--- config.mk ---
export PLATFORM = sky130hd
export DESIGN_NAME = atm_txn_scheduler
export DESIGN_NICKNAME = d
export VERILOG_FILES = /design/src/rtl/atm_txn_scheduler.sv
export SDC_FILE = /design/constraint.sdc
export NUM_CORES = 1
export LEC_CHECK = 0
export BUFFER_PORTS_ARGS = -buffer_cell sky130_fd_sc_hd__buf_2
export CORE_ASPECT_RATIO = 0.8
export CORE_MARGIN = 1
export CORE_UTILIZATION = 25
export DETAILED_ROUTE_END_ITERATION = 6
export PLACE_DENSITY = 0.55
export SYNTH_ARGS = -nofsm -noshare
export SYNTH_HDL_FRONTEND = slang
export SYNTH_SLANG_ARGS = --single-unit
export TNS_END_PERCENT = 1
--- constraint.sdc ---
create_clock -name clk_i -period 3.4 [get_ports clk_i]
set_input_delay 0.34 -clock clk_i [delete_from_list [all_inputs] [get_ports clk_i]]
set_output_delay 0.34 -clock clk_i [all_outputs]
set_load 0.005 [all_outputs]
--- src/rtl/atm_txn_scheduler.sv ---
// Round-robin arbiter and fixed read-modify-write sequencer sharing one balance RAM among ATM terminals.
// Optional successful-transaction counter is built only when ATM_TXN_COUNT_EN is defined.
module atm_txn_scheduler #(
  parameter int N_TERM = 4,
  parameter int IDX_W  = 4,
  parameter int BAL_W  = 16
) (
  input  logic                    clk_i,
  input  logic                    rst_i,
  input  logic [N_TERM-1:0]       req_i,
  input  logic [2*N_TERM-1:0]     op_i,
  input  logic [IDX_W*N_TERM-1:0] src_idx_i,
  input  logic [IDX_W*N_TERM-1:0] dst_idx_i,
  input  logic [BAL_W*N_TERM-1:0] amount_i,
  output logic [N_TERM-1:0]       gnt_o,
  output logic                    done_o,
  output logic                    ok_o,
  output logic [BAL_W-1:0]        bal_out_o,
  output logic [IDX_W-1:0]        mem_addr_o,
  output logic [BAL_W-1:0]        mem_wdata_o,
  output logic                    mem_we_o,
  input  logic [BAL_W-1:0]        mem_rdata_i,
  output logic [15:0]             txn_count_o
);

  localparam int PTR_W = $clog2(N_TERM);

  typedef enum logic [2:0] {
    S_IDLE, S_RD_SRC, S_RD_DST, S_CHECK, S_WR_SRC, S_WR_DST, S_DONE
  } state_e;

  typedef enum logic [1:0] {
    OP_BALANCE  = 2'b00,
    OP_WITHDRAW = 2'b01,
    OP_DEPOSIT  = 2'b10,
    OP_TRANSFER = 2'b11
  } op_e;

  state_e            state_q;
  logic [PTR_W-1:0]  ptr_q;
  logic [N_TERM-1:0] gnt_q;
  logic              done_q;
  logic              ok_q;
  logic [BAL_W-1:0]  bal_q;
  logic [IDX_W-1:0]  addr_q;
  logic [BAL_W-1:0]  wdata_q;
  logic              we_q;
  op_e               op_q;
  logic [IDX_W-1:0]  src_q;
  logic [IDX_W-1:0]  dst_q;
  logic [BAL_W-1:0]  amt_q;
  logic [BAL_W-1:0]  src_bal_q;
  logic [BAL_W-1:0]  dst_new_q;

  logic              found_d;
  logic [PTR_W-1:0]  win_d;
  logic [PTR_W-1:0]  ptr_d;
  int                idx;
  logic [N_TERM-1:0] gnt_sel;
  op_e               op_sel;
  logic [IDX_W-1:0]  src_sel;
  logic [IDX_W-1:0]  dst_sel;
  logic [BAL_W-1:0]  amt_sel;

  // Winner is the first requester at or after the pointer, wrapping around.
  // NOTE: every variable gets a default before any branch so always_comb never infers a latch.
  always_comb begin
    found_d = 1'b0;
    win_d   = '0;
    idx     = 0;
    for (int i = 0; i < N_TERM; i++) begin
      idx = (int'(ptr_q) + i) % N_TERM;
      if (!found_d && req_i[idx[PTR_W-1:0]]) begin
        found_d = 1'b1;
        win_d   = idx[PTR_W-1:0];
      end
    end
    ptr_d = (win_d == PTR_W'(N_TERM - 1)) ? '0 : win_d + PTR_W'(1);
  end

  always_comb begin
    gnt_sel = '0;
    op_sel  = OP_BALANCE;
    src_sel = '0;
    dst_sel = '0;
    amt_sel = '0;
    for (int i = 0; i < N_TERM; i++) begin
      if (win_d == PTR_W'(i)) begin
        gnt_sel[i] = 1'b1;
        op_sel     = op_e'(op_i[2*i +: 2]);
        src_sel    = src_idx_i[IDX_W*i +: IDX_W];
        dst_sel    = dst_idx_i[IDX_W*i +: IDX_W];
        amt_sel    = amount_i[BAL_W*i +: BAL_W];
      end
    end
  end

  // Sums carry one extra bit so an overflow shows up as a set MSB instead of wrapping.
  logic [BAL_W:0]   src_sum;
  logic [BAL_W:0]   dst_sum;
  logic             covers;
  logic             ok_d;
  logic [BAL_W-1:0] new_src;
  logic [BAL_W-1:0] bal_d;

  always_comb begin
    src_sum = {1'b0, src_bal_q} + {1'b0, amt_q};
    dst_sum = {1'b0, mem_rdata_i} + {1'b0, amt_q};
    covers  = (amt_q <= src_bal_q);
    ok_d    = 1'b1;
    new_src = src_bal_q;
    unique case (op_q)
      OP_BALANCE: begin
        ok_d    = 1'b1;
        new_src = src_bal_q;
      end
      OP_WITHDRAW: begin
        ok_d    = covers;
        new_src = src_bal_q - amt_q;
      end
      OP_DEPOSIT: begin
        ok_d    = !src_sum[BAL_W];
        new_src = src_sum[BAL_W-1:0];
      end
      OP_TRANSFER: begin
        ok_d    = covers && !dst_sum[BAL_W] && (dst_q != src_q);
        new_src = src_bal_q - amt_q;
      end
    endcase
    bal_d = ok_d ? new_src : src_bal_q;
  end

  // NOTE: sequential state uses non-blocking assignments so every register samples pre-edge values.
  always_ff @(posedge clk_i) begin
    if (rst_i) begin
      state_q   <= S_IDLE;
      ptr_q     <= '0;
      gnt_q     <= '0;
      done_q    <= 1'b0;
      ok_q      <= 1'b0;
      bal_q     <= '0;
      addr_q    <= '0;
      wdata_q   <= '0;
      we_q      <= 1'b0;
      op_q      <= OP_BALANCE;
      src_q     <= '0;
      dst_q     <= '0;
      amt_q     <= '0;
      src_bal_q <= '0;
      dst_new_q <= '0;
    end else begin
      unique case (state_q)
        S_IDLE: begin
          we_q <= 1'b0;
          if (found_d) begin
            gnt_q   <= gnt_sel;
            ptr_q   <= ptr_d;
            op_q    <= op_sel;
            src_q   <= src_sel;
            dst_q   <= dst_sel;
            amt_q   <= amt_sel;
            addr_q  <= src_sel;
            state_q <= S_RD_SRC;
          end
        end
        S_RD_SRC: begin
          addr_q  <= dst_q;
          state_q <= S_RD_DST;
        end
        S_RD_DST: begin
          src_bal_q <= mem_rdata_i;
          state_q   <= S_CHECK;
        end
        S_CHECK: begin
          ok_q      <= ok_d;
          bal_q     <= bal_d;
          dst_new_q <= dst_sum[BAL_W-1:0];
          addr_q    <= src_q;
          wdata_q   <= bal_d;
          we_q      <= ok_d && (op_q != OP_BALANCE);
          state_q   <= S_WR_SRC;
        end
        S_WR_SRC: begin
          addr_q  <= dst_q;
          wdata_q <= dst_new_q;
          we_q    <= ok_q && (op_q == OP_TRANSFER);
          state_q <= S_WR_DST;
        end
        S_WR_DST: begin
          we_q    <= 1'b0;
          done_q  <= 1'b1;
          state_q <= S_DONE;
        end
        S_DONE: begin
          done_q  <= 1'b0;
          gnt_q   <= '0;
          state_q <= S_IDLE;
        end
        default: state_q <= S_IDLE;
      endcase
    end
  end

  assign gnt_o       = gnt_q;
  assign done_o      = done_q;
  assign ok_o        = ok_q;
  assign bal_out_o   = bal_q;
  assign mem_addr_o  = addr_q;
  assign mem_wdata_o = wdata_q;
  assign mem_we_o    = we_q;

`ifdef ATM_TXN_COUNT_EN
  logic [15:0] cnt_q;

  always_ff @(posedge clk_i) begin
    if (rst_i) begin
      cnt_q <= '0;
    end else if (done_q && ok_q && (cnt_q != 16'hFFFF)) begin
      cnt_q <= cnt_q + 16'd1;
    end
  end

  assign txn_count_o = cnt_q;
`else
  assign txn_count_o = '0;
`endif

endmodule

==> metrics, run 1 <==
post-route fraction of the period consumed by the critical path=0.932; Initial Util=0.257; slowest CP cell=a211oi_1; Tightest Pin Transition=1050 ps; router iterations before antenna repair=7; DRC errors left=0; setup total negative slack=0 ps; worst slew slack as a fraction of its limit=0.295; critical path startpoint category=register; CP peak stage delay=490 ps; required time of the critical path=3630 ps; number of enable-type register cells in the synthesized netlist=0; largest voltage drop on the vdd net=306 uV; antenna diode instance count=0; Post-Syn Instances=976; post-synthesis sequential area ratio=0.288; Max Cap Violations=0; flip-flop and latch count after synthesis=106; Min Clock Period, post-route=3170 ps; insertion delay to the later sink of the worst-skew pair=370 ps; estimated wirelength of the detail-placed design=20,800 um; wire length of the first global-routing pass=39,900 um; number of hold violations in the final report=0; iteration-0 DRC count of the detailed router=610; worst hold-check path type=primary input to register; highest net fanout along the worst path=9; maximum level of the CTS H-tree=3; clock slew seen by the registers of the worst setup and hold paths=70 ps; number of primary I/O pins=185; maximum achievable frequency=315 MHz; total congestion overflow after global routing=0; maximum number of pins on one net before global-route repair=41; Port Buf Inserts=168; post-synthesis average cell area=7.54 um^2; root buf cell=clkbuf_16; via count of the first global-routing pass=6,767; Post-Place Setup Slack=232 ps; skew final=9.26 ps; gp weighted congestion=0.923; start-to-end type of the worst setup path=register to register; RSZ-0062 raised after global routing=no; total routed wirelength=26,400 um; clock tree from TritonCTS=yes; final worst setup slack=230 ps; post-DR vias/cell=5.08; cell type contributing the most total cell area after synthesis=dfxtp_1; x dimension of the die=194 um; hold-fix buffers at CTS=0; Synth async-reset ratio=0; Core ar.=28,600 um^2; number of pins with negative max-slew slack in the final report=0; cell row count=55; Top Family by Delay on Critical Path=compound AO/OA/AOI/OAI gates; Area Growth Syn to Fin=20.5%; total number of nets in the final design=1,289; Synth warnings=0; leading register cell type out of synthesis=dfxtp_1; signal arrival time at the worst endpoint=3400 ps; number of buffers inserted during clock tree synthesis=9; leakage=3.80 nW; layout cell share with drive strength beyond 1=0.206; crit-path cells=inv_1, ha_1, nor2b_1, o311ai_1, a211oi_1, nor2_1, o31ai_1, o21a_1, a311o_1, o211ai_1; status=complete, no violations; areal power density over the cells=494 nW/um^2; non-filler instance count after layout=1,483; Inst Count DP=1,467; ranking of synthesized cells by area=dfxtp_1 (29%), ha_1 (8.8%), a21oi_1 (6.7%); Die Height=156 um; antenna violations before repair=0; endpoint class of the critical path=register; deepest clock path buffer count=2; Clock Sinks=106; total of endpoints with negative setup slack in the final report=0; area share of the leading cell type in the synthesized netlist=0.288; overall via count from detail_route=7,541; distinct cell type count of the synthesized netlist=70; combined area of all synthesized cells=7360 um^2; total routing resource utilization after global routing=0.171; wire length per cell after detailed routing=17.8 um; number of nets still failing antenna checks after routing=0; die area=30,100 um^2; number of buffer and inverter instances along the worst setup path=1
-- Yosys cell counts (all sizes together), types with 3 or more instances --
library cell	n
mux2i	13
o21ai	43
a221oi	4
dfxtp	106
xor2	14
inv	41
nor2	103
a22oi	44
nand2	122
o31ai	11
and3	3
o211ai	15
o32ai	3
o21bai	3
nand2b	8
o21a	10
nor2b	12
buf	23
nor3	18
o22ai	15
a222oi	4
a31oi	7
xnor2	19
a21oi	99
nor4	6
o211a	4
clkbuf	61
a21o	8
fa	3
ha	52
or3	6
nand3	18
a211oi	42
-- state kept, by name, summed over array words and instances (netlist names) --
signal / cells
amt_q: 16
bal_out_o: 16
done_o: 1
dst_new_q: 16
dst_q: 4
gnt_o: 4
mem_addr_o: 4
mem_wdata_o: 16
mem_we_o: 1
ok_o: 1
op_q: 2
ptr_q: 2
src_bal_q: 16
src_q: 4
state_q: 3
-- what timing repair did --
item,in CTS,in global routing
setup endpoints to repair,0,18
buffers inserted,0,0
resized for setup,0,1
endpoints found under the hold margin,0,0
-- kinds of logic (layout without fill, tap and decap cells) --
kind of cell / count (synthesis) / in the layout / share of synthesized area
AOI/OAI and AO/OA: 335 / 335 / 0.302
and+or+nand+nor: 306 / 306 / 0.179
buffers and inverters: 125 / 247 / 0.0734
DFF: 106 / 106 / 0.288
adders and majority gates: 55 / 55 / 0.0965
xor gates and xnor gates: 33 / 33 / 0.0393
muxes: 15 / 15 / 0.0212
other: 1 / 16 / 0.000509
-- layout make-up --
type	instances	area (um^2)
Clock buffer	12	267
Clock inverter	4	32.5
Fill cell	3101	19800
Inverter	41	154
Multi-Input combinational cell	760	4790
Sequential cell	106	2120
Tap cell	370	463
Timing Repair Buffer	190	1040
-- metal layers --
layer | track usage | vias to the layer above | share of wire
met4 | 0.0385 | 0 | 0.013
met2 | 0.248 | 257 | 0.42
met3 | 0.0330 | 18 | 0.062
met5 | 0 | - | 0
li1 | - | 3748 | -
met1 | 0.258 | 3518 | 0.50
-- final timing paths --
check / to / cells after the start / slack [ps] / from
max reg2reg: mem_wdata_o[11]$_SDFFE_PP0P_ / 10 / 230 / amt_q[2]$_SDFFE_PP0P_
min reg2reg: bal_out_o[7]$_SDFFE_PP0P_ / 2 / 450 / bal_out_o[7]$_SDFFE_PP0P_
min: src_bal_q[10]$_SDFFE_PP0P_ / 3 / 230 / mem_rdata_i[10]
max: mem_wdata_o[11]$_SDFFE_PP0P_ / 10 / 230 / amt_q[2]$_SDFFE_PP0P_
-- metrics by stage --
| step | hold slack [ps] | util | power [mW] | area, um^2 |
|---|---|---|---|---|
| finish | 227 | 0.310 | 4.39 | 8870 |
| global route | 221 | 0.310 | 4.68 | 8870 |
| CTS | 210 | 0.310 | 4.40 | 8870 |
| detailed placement | 442 | 0.299 | 3.31 | 8570 |
| global placement | 440 | 0.299 | 3.31 | 8570 |
| floorplan | 428 | - | 2.75 | 7420 |
-- cells in the final DEF, fill, tap and decap left out, types with 3 or more instances in the layout --
master,n
xnor2_1,19
ha_1,50
nor3_1,17
nand3_1,18
and3_1,3
a211oi_1,41
fa_1,3
buf_4,19
a221oi_1,4
or3_1,6
a222oi_1,4
a22oi_1,44
nor4_1,5
nor2_1,101
o22ai_1,14
a21o_1,8
clkbuf_8,3
conb_1,16
o21a_1,10
mux2i_1,13
o32ai_1,3
xor2_1,14
buf_2,168
dfxtp_1,106
nor2b_1,11
o211ai_1,15
a21oi_1,98
inv_1,35
nand2_1,122
o21bai_1,3
inv_2,6
a31oi_1,7
nand2b_1,8
o211a_1,4
clkbuf_16,9
buf_12,3
o21ai_0,15
o31ai_1,10
o21ai_1,27
-- worst register-to-register path, delay by kind of cell, from the launching register on --
family | cells | cell delay, ps
simple gates | 2 | 310
compound gates | 6 | 1890
fa+ha+maj | 1 | 410
flops | 1 | 360
buf+inv | 1 | 70
-- where the power goes --
group / internal [mW] / switching [mW] / leakage, nW
combinational: 0.726 / 1.12 / 2.80
clock: 0.563 / 0.515 / 0.142
sequential: 1.34 / 0.115 / 0.864
No activity file was read; power rests on OpenSTA's default activity.
==> inputs of run 2 (changes only) <==
- CORE_MARGIN: 1 -> 1.5
==> metrics, run 2 (same netlist as run 1, synthesis figures left out) <==
status=complete, no violations; largest voltage drop on the vdd net=274 uV (-11%); total congestion overflow after global routing=0 (unchanged); endpoint class of the critical path=register; critical path startpoint category=register; x dimension of the die=195 um (+0.52%); wire length of the first global-routing pass=40,600 um (+1.8%); non-filler instance count after layout=1,486 (+0.20%); estimated wirelength of the detail-placed design=20,900 um (+0.39%); DRC errors left=0 (unchanged); source of the worst hold timing path=mem_rdata_i[8]; sw frac=0.395 (-0.00471); overall via count from detail_route=7,659 (+1.6%); layout cell share with drive strength beyond 1=0.207 (+0.00124); post-DR vias/cell=5.15 (+1.4%); post-route fraction of the period consumed by the critical path=0.968 (+0.0358); summed area of non-filler cells in the final layout=8890 um^2 (+0.24%); maximum level of the CTS H-tree=3 (unchanged); Seq pwr share=0.333 (about the same); wire length per cell after detailed routing=18.0 um (+1.0%); placed inst area=8570 um^2 (about the same); Area Growth Syn to Fin=20.8%; Inst Count DP=1,470 (+0.20%); total routed wirelength=26,700 um (+1.3%); Comb power frac=0.415 (-0.007); RSZ-0062 raised after global routing=yes; number of buffers inserted during clock tree synthesis=9 (unchanged); via count of the first global-routing pass=6,943 (+2.6%); number of nets still failing antenna checks after routing=0 (unchanged); Clock Sinks=106 (unchanged); maximum number of pins on one net before global-route repair=43 (+4.9%); Pwr Total=4.42 mW (+0.63%); skew final=10.6 ps (+1.36 ps); number of hold violations in the final report=0 (unchanged); maximum achievable frequency=304 MHz (-3.7%); worst slew slack as a fraction of its limit=0.352 (+0.0567); commonest cells after routing, fill and taps aside=buf_2 (168), nand2_1 (122), dfxtp_1 (106); worst hold-check path type=primary input to register; switching power of the nets=1.74 mW (-0.56%); signal arrival time at the worst endpoint=3520 ps (+120 ps); clock slew seen by the registers of the worst setup and hold paths=80 ps (about the same); number of pins with negative max-slew slack in the final report=0 (unchanged); number of primary I/O pins=185 (unchanged); Min Clock Period, post-route=3290 ps (+122 ps); iteration-0 DRC count of the detailed router=710 (+16%); router iterations before antenna repair=7 (unchanged); number of cells on the worst hold path=3 (unchanged); highest net fanout along the worst path=10 (+1); FF-to-FF path depth=11 (+1); hold-fix buffers at CTS=0 (unchanged); antenna diode instance count=0 (unchanged); die area=30,500 um^2 (+1.2%); insertion delay to the later sink of the worst-skew pair=360 ps (about the same); clock network fraction of design power=0.252 (+0.006); Port Buf Inserts=168 (unchanged); root buf cell=clkbuf_16; total of endpoints with negative setup slack in the final report=0 (unchanged); most common cell after layout, fill and taps aside=buf_2; required time of the critical path=3630 ps (about the same); Pint=2.67 mW (+1.4%); Initial Util=0.257 (unchanged); leakage=3.82 nW (+0.33%); Tightest Pin Transition=962 ps (-84.2 ps); clock tree from TritonCTS=yes; origin of the worst setup path=amt_q[0]$_SDFFE_PP0P_; total routing resource utilization after global routing=0.170 (-0.00103); Reg-to-Reg Start=amt_q[0]$_SDFFE_PP0P_; Core ar.=28,600 um^2 (unchanged); cell row count=55 (unchanged); deepest clock path buffer count=2 (unchanged); gp weighted congestion=0.901 (-2.3%); Die Height=157 um (+0.64%); start-to-end type of the worst setup path=register to register; areal power density over the cells=496 nW/um^2 (+0.39%); Max Cap Violations=0 (unchanged); antenna violations before repair=0 (unchanged); total number of nets in the final design=1,292 (+0.23%)
==> run 2: cell count changes in the layout (fill, tap and decap cells not counted), sizes merged <==
cell,before,now
clkbuf,12,10
buf,190,193
inv,43,44
bufinv,0,1
==> run 2: final timing paths <==
check / endpoint / slack (ps)
max: mem_wdata_o[4]$_SDFFE_PP0P_ / 110
min: src_bal_q[8]$_SDFFE_PP0P_ / 230
max reg2reg: mem_wdata_o[4]$_SDFFE_PP0P_ / 110
min reg2reg: bal_out_o[8]$_SDFFE_PP0P_ / 450
==> run 2: final cells by class <==
class	instances	area, um^2
multi-input cells	760	4790
repair buffers	193	1050
well taps	370	463
inverters	41	154
clock buffers	10	239
fillers	3129	19700
clock inverters	6	71.3
flip-flops and latches	106	2120
==> run 2: metal layers <==
layer / routed length [um] / vias to the layer above / share of wire / track usage
met4: 313 / 0 / 0.012 / 0.0321
met3: 1620 / 18 / 0.061 / 0.0345
met1: 13500 / 3643 / 0.51 / 0.258
met2: 11300 / 239 / 0.42 / 0.247
li1: - / 3759 / - / -
met5: 0 / - / 0 / 0
==> run 2: critical path, cell delays in order (launching register included) <==
cell      delay (ps)
dfxtp_1          420
ha_1             210
fa_1             270
a211oi_1         150
or4b_4           590
a211oi_2         320
o21ai_1          110
a32oi_2          260
o21ai_2           80
buf_4            220
mux2i_1          380
o22ai_1          130
==> run 2: per-stage QoR <==
stage	util	hold WS (ps)	worst slack [ps]	TNS, ps
after floorplan	-	428	718	0
after global placement	0.299	438	150	0
after detailed placement	0.299	441	103	0
after CTS	0.310	219	83.6	0
after global routing	0.311	234	-39.4	-169
final	0.311	228	108	0
==> run 2: what timing repair did <==
item	CTS	global route
resized for setup	0	4
endpoints found under the hold margin	0	0
setup endpoints to repair	0	36
buffers inserted	0	0
==> run 2: power by group through the flow <==
| stage | Sequential, mW | Clock [mW] | Combinational [mW] |
|---|---|---|---|
| global placement | 1.50 | 0 | 1.80 |
| finish | 1.47 | 1.11 | 1.83 |
| detailed placement | 1.50 | 0 | 1.80 |
| CTS | 1.47 | 1.14 | 1.81 |
| global route | 1.48 | 1.19 | 2.02 |
| floorplan | 1.44 | 0 | 1.31 |
